### src/rtl/clock_ctrl_pkg.sv
// Shared types and helpers for the CPU clock controller.
package clock_ctrl_pkg;

  localparam int unsigned DEF_CNT_W  = 16;
  localparam int unsigned DEF_TICK_W = 32;

  typedef enum logic [2:0] {
    StIdle,
    StDelay,
    StHigh,
    StLow,
    StHalted
  } clk_state_t;

  typedef struct packed {
    logic [31:0] period;
    logic [31:0] high;
  } cfg_t;

  // Forces a legal waveform: at least one cycle high and one cycle low.
  function automatic cfg_t sanitize_cfg(input logic [31:0] period, input logic [31:0] high);
    cfg_t c;
    c.period = (period < 32'd2) ? 32'd2 : period;
    c.high   = (high == 32'd0) ? 32'd1 : high;
    if (c.high >= c.period) c.high = c.period - 32'd1;
    return c;
  endfunction

endpackage

### src/rtl/clock_ctrl_down_counter.sv
// Loadable down counter; zero flag marks the last cycle of a timed interval.
module down_counter #(
  parameter int unsigned CNT_W = 16
) (
  input  logic             clk,
  input  logic             rst_n,
  input  logic             i_load,
  input  logic [CNT_W-1:0] i_load_val,
  input  logic             i_dec,
  output logic             o_zero
);

  logic [CNT_W-1:0] r_count;

  always_ff @(posedge clk or negedge rst_n) begin
    if (!rst_n) begin
      r_count <= '0;
    end else if (i_load) begin
      r_count <= i_load_val;
    end else if (i_dec) begin
      r_count <= r_count - 1'b1;
    end
  end

  assign o_zero = (r_count == '0);

endmodule

### src/rtl/clock_ctrl.sv
// Run/halt/single-step controller producing a programmable CPU clock from clk.
module clock_ctrl
  import clock_ctrl_pkg::*;
#(
  parameter int unsigned CNT_W      = DEF_CNT_W,
  parameter int unsigned DEF_PERIOD = 4,
  parameter int unsigned DEF_HIGH   = 2,
  parameter int unsigned TICK_W     = DEF_TICK_W
) (
  input  logic              clk,
  input  logic              rst_n,
  input  logic              i_run,
  input  logic              i_step,
  input  logic              i_halt_req,
  input  logic              i_cfg_load,
  input  logic [CNT_W-1:0]  i_cfg_period,
  input  logic [CNT_W-1:0]  i_cfg_high,
  input  logic [CNT_W-1:0]  i_cfg_phase,
  output logic              o_cpu_clk,
  output logic              o_cpu_tick,
  output logic              o_cfg_err,
  output logic              o_halted,
  output logic              o_busy,
  output logic [TICK_W-1:0] o_tick_count
);

  clk_state_t        r_state;
  logic [CNT_W-1:0]  r_period;
  logic [CNT_W-1:0]  r_high;
  logic [CNT_W-1:0]  r_phase;
  logic              r_halt_pend;
  logic              r_step_mode;
  logic              r_ret_halt;
  logic              r_cpu_clk;
  logic              r_cpu_tick;
  logic              r_cfg_err;
  logic              r_halted;
  logic              r_busy;
  logic [TICK_W-1:0] r_tick_count;

  clk_state_t       w_state_d;
  logic             w_step_mode_d;
  logic             w_ret_halt_d;
  logic             w_cnt_load;
  logic             w_cnt_dec;
  logic [CNT_W-1:0] w_cnt_val;
  logic             w_cnt_zero;
  logic             w_halt_hit;
  logic             w_cfg_state;
  logic             w_active;
  cfg_t             w_cfg;

  assign w_halt_hit  = r_halt_pend | i_halt_req;
  assign w_cfg_state = (r_state == StIdle) || (r_state == StHalted);
  assign w_active    = (r_state == StDelay) || (r_state == StHigh) || (r_state == StLow);
  assign w_cfg       = sanitize_cfg(32'(i_cfg_period), 32'(i_cfg_high));

  down_counter #(
    .CNT_W (CNT_W)
  ) u_cnt (
    .clk        (clk),
    .rst_n      (rst_n),
    .i_load     (w_cnt_load),
    .i_load_val (w_cnt_val),
    .i_dec      (w_cnt_dec),
    .o_zero     (w_cnt_zero)
  );

  // Counters hold (interval length - 1) so the zero flag marks the last cycle.
  always_comb begin
    w_state_d     = r_state;
    w_step_mode_d = r_step_mode;
    w_ret_halt_d  = r_ret_halt;
    w_cnt_load    = 1'b0;
    w_cnt_dec     = 1'b0;
    w_cnt_val     = '0;
    unique case (r_state)
      StIdle: begin
        if (i_run || i_step) begin
          w_step_mode_d = !i_run;
          w_ret_halt_d  = 1'b0;
          w_cnt_load    = 1'b1;
          if (r_phase == '0) begin
            w_state_d = StHigh;
            w_cnt_val = r_high - 1'b1;
          end else begin
            w_state_d = StDelay;
            w_cnt_val = r_phase - 1'b1;
          end
        end
      end
      StDelay: begin
        if (w_cnt_zero) begin
          w_state_d  = StHigh;
          w_cnt_load = 1'b1;
          w_cnt_val  = r_high - 1'b1;
        end else begin
          w_cnt_dec = 1'b1;
        end
      end
      StHigh: begin
        if (w_cnt_zero) begin
          w_state_d  = StLow;
          w_cnt_load = 1'b1;
          w_cnt_val  = r_period - r_high - 1'b1;
        end else begin
          w_cnt_dec = 1'b1;
        end
      end
      StLow: begin
        if (w_cnt_zero) begin
          if (w_halt_hit) begin
            w_state_d     = StHalted;
            w_step_mode_d = 1'b0;
          end else if (r_step_mode) begin
            w_state_d     = r_ret_halt ? StHalted : StIdle;
            w_step_mode_d = 1'b0;
          end else if (!i_run) begin
            w_state_d = StIdle;
          end else begin
            w_state_d  = StHigh;
            w_cnt_load = 1'b1;
            w_cnt_val  = r_high - 1'b1;
          end
        end else begin
          w_cnt_dec = 1'b1;
        end
      end
      StHalted: begin
        if (i_step) begin
          w_state_d     = StHigh;
          w_step_mode_d = 1'b1;
          w_ret_halt_d  = 1'b1;
          w_cnt_load    = 1'b1;
          w_cnt_val     = r_high - 1'b1;
        end else if (!i_run) begin
          w_state_d = StIdle;
        end
      end
      default: w_state_d = StIdle;
    endcase
  end

  // Outputs are registered from the next state so they align with r_state.
  always_ff @(posedge clk or negedge rst_n) begin
    if (!rst_n) begin
      r_state      <= StIdle;
      r_period     <= CNT_W'(DEF_PERIOD);
      r_high       <= CNT_W'(DEF_HIGH);
      r_phase      <= '0;
      r_halt_pend  <= 1'b0;
      r_step_mode  <= 1'b0;
      r_ret_halt   <= 1'b0;
      r_cpu_clk    <= 1'b0;
      r_cpu_tick   <= 1'b0;
      r_cfg_err    <= 1'b0;
      r_halted     <= 1'b0;
      r_busy       <= 1'b0;
      r_tick_count <= '0;
    end else begin
      r_state     <= w_state_d;
      r_step_mode <= w_step_mode_d;
      r_ret_halt  <= w_ret_halt_d;
      r_cpu_clk   <= (w_state_d == StHigh);
      r_halted    <= (w_state_d == StHalted);
      r_busy      <= (w_state_d == StDelay) || (w_state_d == StHigh) || (w_state_d == StLow);
      r_cfg_err   <= i_cfg_load && !w_cfg_state;
      if ((w_state_d == StHigh) && (r_state != StHigh)) begin
        r_cpu_tick   <= 1'b1;
        r_tick_count <= r_tick_count + 1'b1;
      end else begin
        r_cpu_tick <= 1'b0;
      end
      if (w_state_d == StHalted) begin
        r_halt_pend <= 1'b0;
      end else if (w_active && i_halt_req) begin
        r_halt_pend <= 1'b1;
      end
      if (i_cfg_load && w_cfg_state) begin
        r_period <= CNT_W'(w_cfg.period);
        r_high   <= CNT_W'(w_cfg.high);
        r_phase  <= i_cfg_phase;
      end
    end
  end

  assign o_cpu_clk    = r_cpu_clk;
  assign o_cpu_tick   = r_cpu_tick;
  assign o_cfg_err    = r_cfg_err;
  assign o_halted     = r_halted;
  assign o_busy       = r_busy;
  assign o_tick_count = r_tick_count;

endmodule
### config.mk
export PLATFORM = sky130hd
export DESIGN_NAME = clock_ctrl
export DESIGN_NICKNAME = d
export VERILOG_FILES = /design/src/rtl/clock_ctrl_pkg.sv /design/src/rtl/clock_ctrl_down_counter.sv /design/src/rtl/clock_ctrl.sv
export SDC_FILE = /design/constraint.sdc
export NUM_CORES = 1
export LEC_CHECK = 0
export ABC_AREA = 1
export ABC_CLOCK_PERIOD_IN_PS = 2400
export CAP_MARGIN = 20
export CORE_AREA = 2 2 124 126
export DETAILED_ROUTE_END_ITERATION = 12
export DIE_AREA = 0 0 126 128
export HOLD_SLACK_MARGIN = 0.02
export PLACE_DENSITY_LB_ADDON = 0.3
export SYNTH_ARGS = -nofsm -noshare
export SYNTH_HDL_FRONTEND = slang
export SYNTH_SLANG_ARGS = --single-unit
export TNS_END_PERCENT = 5
### constraint.sdc
create_clock -name clk -period 2.4 [get_ports clk]
set_input_delay 0.48 -clock clk [delete_from_list [all_inputs] [get_ports clk]]
set_output_delay 0.48 -clock clk [all_outputs]
set_load 0.005 [all_outputs]
### After elaboration in Yosys (flattened, before gate mapping)

Cells that the tools add are included.

* output and inout bits: 37
* flip-flop bits (word level): 107
* input port bits: 54
* logic and storage cells: 106

* bitwise operators: 1
* reductions and logical operators: 24
* add/subtract/negate cells: 7
* order comparisons: 2
* equal/unequal tests: 12
* mux-type cells: 46

Operator list (number)
* 16-bit 2-to-1 mux: 14
* 16-bit case mux with 5 select lines: 1
* 16-bit by 1-bit subtractor with 16-bit output, second input constant: 5
* 16-bit logical NOT: 3
* 32-bit by 1-bit adder with 32-bit output, second input constant: 1
* 3-bit 2-to-1 mux: 9
* 16-bit greater-or-equal comparator: 1
* 16-bit by 2-bit < comparator with 1-bit output, second input constant: 1
* 1-bit 2-to-1 mux: 16
* 16-bit subtractor: 1
* 3-bit case mux with 5 select lines: 1
* 3-bit by 2-bit equality test with 1-bit output, second input constant: 4
* 3-bit by 1-bit equality test with 1-bit output, second input constant: 2
* 3-bit equality test, second input constant: 2
* 1-bit logical OR: 6
* 2-bit nonzero test: 3
* 1-bit logical AND: 4
* 2-bit 2-to-1 mux: 2
* 2-bit by 1-bit inequality test with 1-bit output, second input constant: 2
* 1-bit case mux with 4 select lines: 1
* 4-bit AND reduction: 1
* 3-bit logical NOT: 1
* 3-bit by 2-bit inequality test with 1-bit output, second input constant: 1
* 1-bit case mux with 3 select lines: 1
* 8 further kinds: 9

### Depth between registers and ports, before layout

* word-level depth: 8
* depth in mapped cells: 20
* depth with buffers taken out: 20

### By module

From an unflattened synthesis, not the netlist that was laid out.

* cells, all modules: 1204
* area total of the unflattened synthesis: 8115.3 sq um

By module, submodules not included
* clock_ctrl: times used 1, seq. area each 2279.7 sq um, cells each 1049, area each 7001.7 sq um
* down_counter: times used 1, seq. area each 400.4 sq um, cells each 155, area each 1113.6 sq um

### Least setup slack after synthesis

OpenSTA, ideal clock, no wires.

* kind: input port to flip-flop
* from: input port i_cfg_period[9]
* to: register r_high[3]
* slack: -0.076 ns
* buffers on the path: 1
* data arrival time: 2.352 ns
* setup time: 0.124 ns
* stages on the path: 18
* cells stage by stage: nor2_1 > nand2_1 > nor2_1 > nand2_1 > nand2_1 > inv_1 > ha_1 > nand2_1 > nand2_1 > nand2_1 > nand2_1 > nand2_1 > nand2_1 > nand2_1 > nand3_2 > buf_2 > o211ai_1 > nand2_1

* longest elaborated chain between the ends: 4
* elaborated cells between the ends (all ways): 5

RTL lines
* start, declared: line clock_ctrl.sv:16 `input logic [CNT_W-1:0] i_cfg_period,`
* 16-bit by 2-bit < comparator with 1-bit output: line clock_ctrl_pkg.sv:23 `c.period = (period < 32'd2) ? 32'd2 : period;`
* 16-bit 2-to-1 mux *: line clock_ctrl_pkg.sv:23
* 16-bit by 1-bit subtractor with 16-bit output or 16-bit greater-or-equal comparator (tied branches): line clock_ctrl_pkg.sv:25 `if (c.high >= c.period) c.high = c.period - 32'd1;`
* 16-bit 2-to-1 mux *: line clock_ctrl_pkg.sv:25
* end signal, assigned: line clock_ctrl.sv:149 `r_high <= CNT_W'(DEF_HIGH);`
* end signal, assigned: line clock_ctrl.sv:181 `r_high <= CNT_W'(w_cfg.high);`
* end, declared: line clock_ctrl.sv:29 `logic [CNT_W-1:0] r_high;`

Every way passes the cells marked *; elsewhere a longest branch is shown, timed or not.
A chain may end at the register's enable or synchronous reset.

### Worst setup path in the final report

* from: input port i_cfg_high[6]
* to: register r_high[12]

* longest elaborated chain between the ends: 4

RTL lines
* start, declared: line clock_ctrl.sv:17 `input logic [CNT_W-1:0] i_cfg_high,`
* 16-bit logical NOT: line clock_ctrl_pkg.sv:24 `c.high = (high == 32'd0) ? 32'd1 : high;`
* 16-bit 2-to-1 mux *: line clock_ctrl_pkg.sv:24
* 16-bit greater-or-equal comparator: line clock_ctrl_pkg.sv:25
* 16-bit 2-to-1 mux *: line clock_ctrl_pkg.sv:25

Marks and branches as above.

==> impl_metrics.env <==
export IMPL_grt_max_degree=108
export IMPL_die_w_um=126
export IMPL_postCtsHoldBufs=0
export IMPL_final_antenna_net_count=0
export IMPL_fin_area_sq_um=10500
export IMPL_row_count=45
export IMPL_placed_area_sq_um=9990
export IMPL_startpoint_type="primary input"
export IMPL_cts_clk_slew_worst_paths_ns=0.08
export IMPL_wl_per_cell_um=13.9
export IMPL_regArea_sq_um=2680
export IMPL_num_vias=8601
export IMPL_finalCritPeriodShare_pct=92.1
export IMPL_finalHoldWorstSlack_ns=0.155
export IMPL_crit_type="primary input to register"
export IMPL_worst_pin_slew_ns=0.577
export IMPL_final_util_pct=70.7
export IMPL_synth_top_cells_by_area="dfrtp_1, nand2_1, nor2_1"
export IMPL_drc=0
export IMPL_crit_fanout=7
export IMPL_syn_area_sq_um=8380
export IMPL_syn_to_final_growth_pct=25.6
export IMPL_cpMostUsedCell="nand2_1"
export IMPL_ys_ff_latch=107
export IMPL_synth_area_leader_cell="dfrtp_1"
export IMPL_clock_sinks=107
export IMPL_status="finished clean"
export IMPL_vdd_ir_drop_max_mv=0.377
export IMPL_slew_violations=0
export IMPL_drv_cap=0
export IMPL_cp_startpoint="i_cfg_high[6]"
export IMPL_layout_nets=1521
export IMPL_critPathMaxStageDelay_ns=0.43
export IMPL_drtIter0Drc=611
export IMPL_die_h_um=128
export IMPL_max_slew_margin_pct=61.6
export IMPL_min_period_ns=2.21
export IMPL_dp_hpwl_um=17400
export IMPL_r2r_start="r_phase[0]"
export IMPL_hold_class="primary input to async pin"
export IMPL_synth_net_count=1366
export IMPL_p_per_area_nw_per_um2=422
export IMPL_core_area_sq_um=14900
export IMPL_final_setup_viol_count=0
export IMPL_wl_um=22600
export IMPL_port_buffers=90
export IMPL_avgSynthCellArea_sq_um=6.57
export IMPL_antenna_found_initial=0
export IMPL_multi_input_comb_area_sq_um=4980
export IMPL_ys_warn_count=0
export IMPL_final_hold_viol_count=0
export IMPL_routed_via_density=5.30
export IMPL_worstPathArrival_ns=2.45
export IMPL_track_usage_pct=28.9
export IMPL_cp_end_kind="register"
export IMPL_gr_total_overflow=0
export IMPL_dr_pass1_iters=5
export IMPL_gp_congestion=0.979
export IMPL_crit_chain="clkdlybuf4s50_1 > nor2_2 > nand4_1 > nor2_2 > nor2_2 > ha_1 > inv_1 > nand2_1 > nand2_1 > nand2_1 > nand2_1 > nand2_1 > nand2_1 > nand2_2 > nand3_4 > buf_6 > a21oi_1 > o21ai_0 > nand2_1"
export IMPL_clock_latency_ns=0.37
export IMPL_start_util_pct=56.3
export IMPL_power_leakage_nw=5.32
export IMPL_cts_buffers=9
export IMPL_cts_tree="yes"
export IMPL_skew_ns=0.0119
export IMPL_clock_fmax_mhz=453
export IMPL_n_antenna_cell=0
export IMPL_cts_root_buf="clkbuf_16"
export IMPL_grt_pass1_wl_um=37700
export IMPL_cts_buffer_depth=2
export IMPL_synth_top_cell_area_share_pct=31.4
export IMPL_ys_types=40
export IMPL_grt_pass1_vias=8053
export IMPL_htreeDepth=3
export IMPL_nFillCells=1287
export IMPL_synth_seq_area_share_pct=32.0
export IMPL_required_ns=2.64
export IMPL_setup_tns_ns=0
export IMPL_synthCells=1275
export IMPL_design_die_area_sq_um=16100
export IMPL_crit_path_top_delay_cell="clkdlybuf4s50_1"
export IMPL_power_mw=4.44
export IMPL_io_pins=91
export IMPL_drive_gt1_share_pct=11.9
## cells by family (layout without fill, tap and decap cells)
kind of cell | after synthesis | after routing | share of synthesized area, %
XOR/XNOR | 64 | 64 | 6.69
adder cells (fa/ha/maj) | 37 | 37 | 5.62
flip-flops | 107 | 107 | 32.0
buffers and inverters | 194 | 354 | 9.52
AO/OA/AOI/OAI | 110 | 110 | 6.78
AND/OR/NAND/NOR | 763 | 763 | 39.4
## Yosys cell counts
master / n
o21ai_0: 66
nand2_4: 1
nor4_1: 4
nand3_1: 87
nand2_2: 5
o21ai_2: 1
inv_1: 154
nor3_1: 18
ha_1: 36
xor2_1: 43
clkbuf_1: 21
nand4_2: 2
fa_1: 1
nand3_2: 6
xnor2_1: 21
o21ai_1: 3
buf_4: 2
buf_2: 4
dfrtp_1: 105
nand4_1: 31
nor2_1: 186
and2_1: 4
buf_6: 6
o211ai_1: 3
nor2_2: 5
a21oi_1: 34
a21o_1: 1
nor2_4: 6
inv_2: 4
buf_1: 2
dfstp_2: 2
nand3b_1: 4
nor3_4: 1
nand3_4: 1
nand4_4: 1
buf_8: 1
a31oi_1: 1
or2_2: 6
nand2_1: 395
o21bai_1: 1
## metal layers
layer | global-route usage [%] | wire [um] | part of all wire [%]
met1 | 37.6 | 9920 | 44
met2 | 49.7 | 10800 | 48
met3 | 3.42 | 1160 | 5.1
met5 | 0 | 0 | 0
met4 | 10.9 | 755 | 3.3
## path summary, 6_finish.rpt
path / end / slack (ns) / cells after the start
min in group clk: r_high[1] / 0.49 / 2
max reg2reg: u_cnt.r_count[15] / 0.24 / 11
min reg2reg: r_high[1] / 0.49 / 2
max: r_high[12] / 0.19 / 19
min: o_tick_count[11] / 0.15 / 2
max in group asynchronous: r_high[8] / 1.77 / 2
## power breakdown
part | switching [mW] | internal (mW) | leakage (nW)
clock network | 0.703 | 0.847 | 0.151
registers | 0.0742 | 1.87 | 1.27
logic | 0.539 | 0.410 | 3.90
## critical path, delay by kind of cell
family,cells,cell delay [ns]
buf+inv,3,0.62
compound gates,2,0.12
fa+ha+maj,1,0.17
simple gates,13,1.05
## flip-flops by register name (all words and copies together), names as in the netlist
signal         count
r_period          16
o_cpu_clk          1
r_ret_halt         1
r_high            16
r_step_mode        1
o_busy             1
o_tick_count      32
o_cfg_err          1
o_cpu_tick         1
r_halt_pend        1
u_cnt.r_count     16
r_state            3
o_halted           1
r_phase           16
## layout by cell type, fill, tap and decap left out, types with 5 or more instances in the layout
master / Yosys / routed
nand4_1: 31 / 31
nand3_2: 6 / 6
o21ai_0: 66 / 63
nor2_2: 5 / 20
nor3_1: 18 / 18
nand3_1: 87 / 86
clkbuf_16: 0 / 9
xnor2_1: 21 / 21
a21oi_1: 34 / 34
o21ai_1: 3 / 5
nor2_4: 6 / 7
clkdlybuf4s50_1: 0 / 66
dfrtp_1: 105 / 105
nor2_1: 186 / 170
or2_2: 6 / 6
nand2_1: 395 / 391
dlymetal6s2s_1: 0 / 22
nand2_2: 5 / 9
inv_1: 154 / 154
buf_4: 2 / 81
buf_12: 0 / 6
ha_1: 36 / 35
xor2_1: 43 / 43
## final cells by class
type,count,area share [%]
clock buffer,11,2.31
clock inverter,5,0.583
inverter,158,5.64
multi-input combinational,974,47.4
sequential,107,25.5
tap,188,2.24
timing repair buffer,180,16.3
## stage by stage
stage                     setup WS (ns)  std cells
after floorplan                 0.00704       1275
after detailed placement         -0.460       1596
final                             0.190       1623
after global routing            -0.0190       1623
after CTS                       0.00775       1620
after global placement           -0.416       1596
## timing repair
item | 4_1_cts | 5_1_grt
cloned | 2 | 0
pin swaps | 6 | 19
buffers inserted | 6 | 3
endpoints found under the setup margin | 16 | 17
gates resized for setup | 14 | 41
Power figures use the tool's default switching activity.
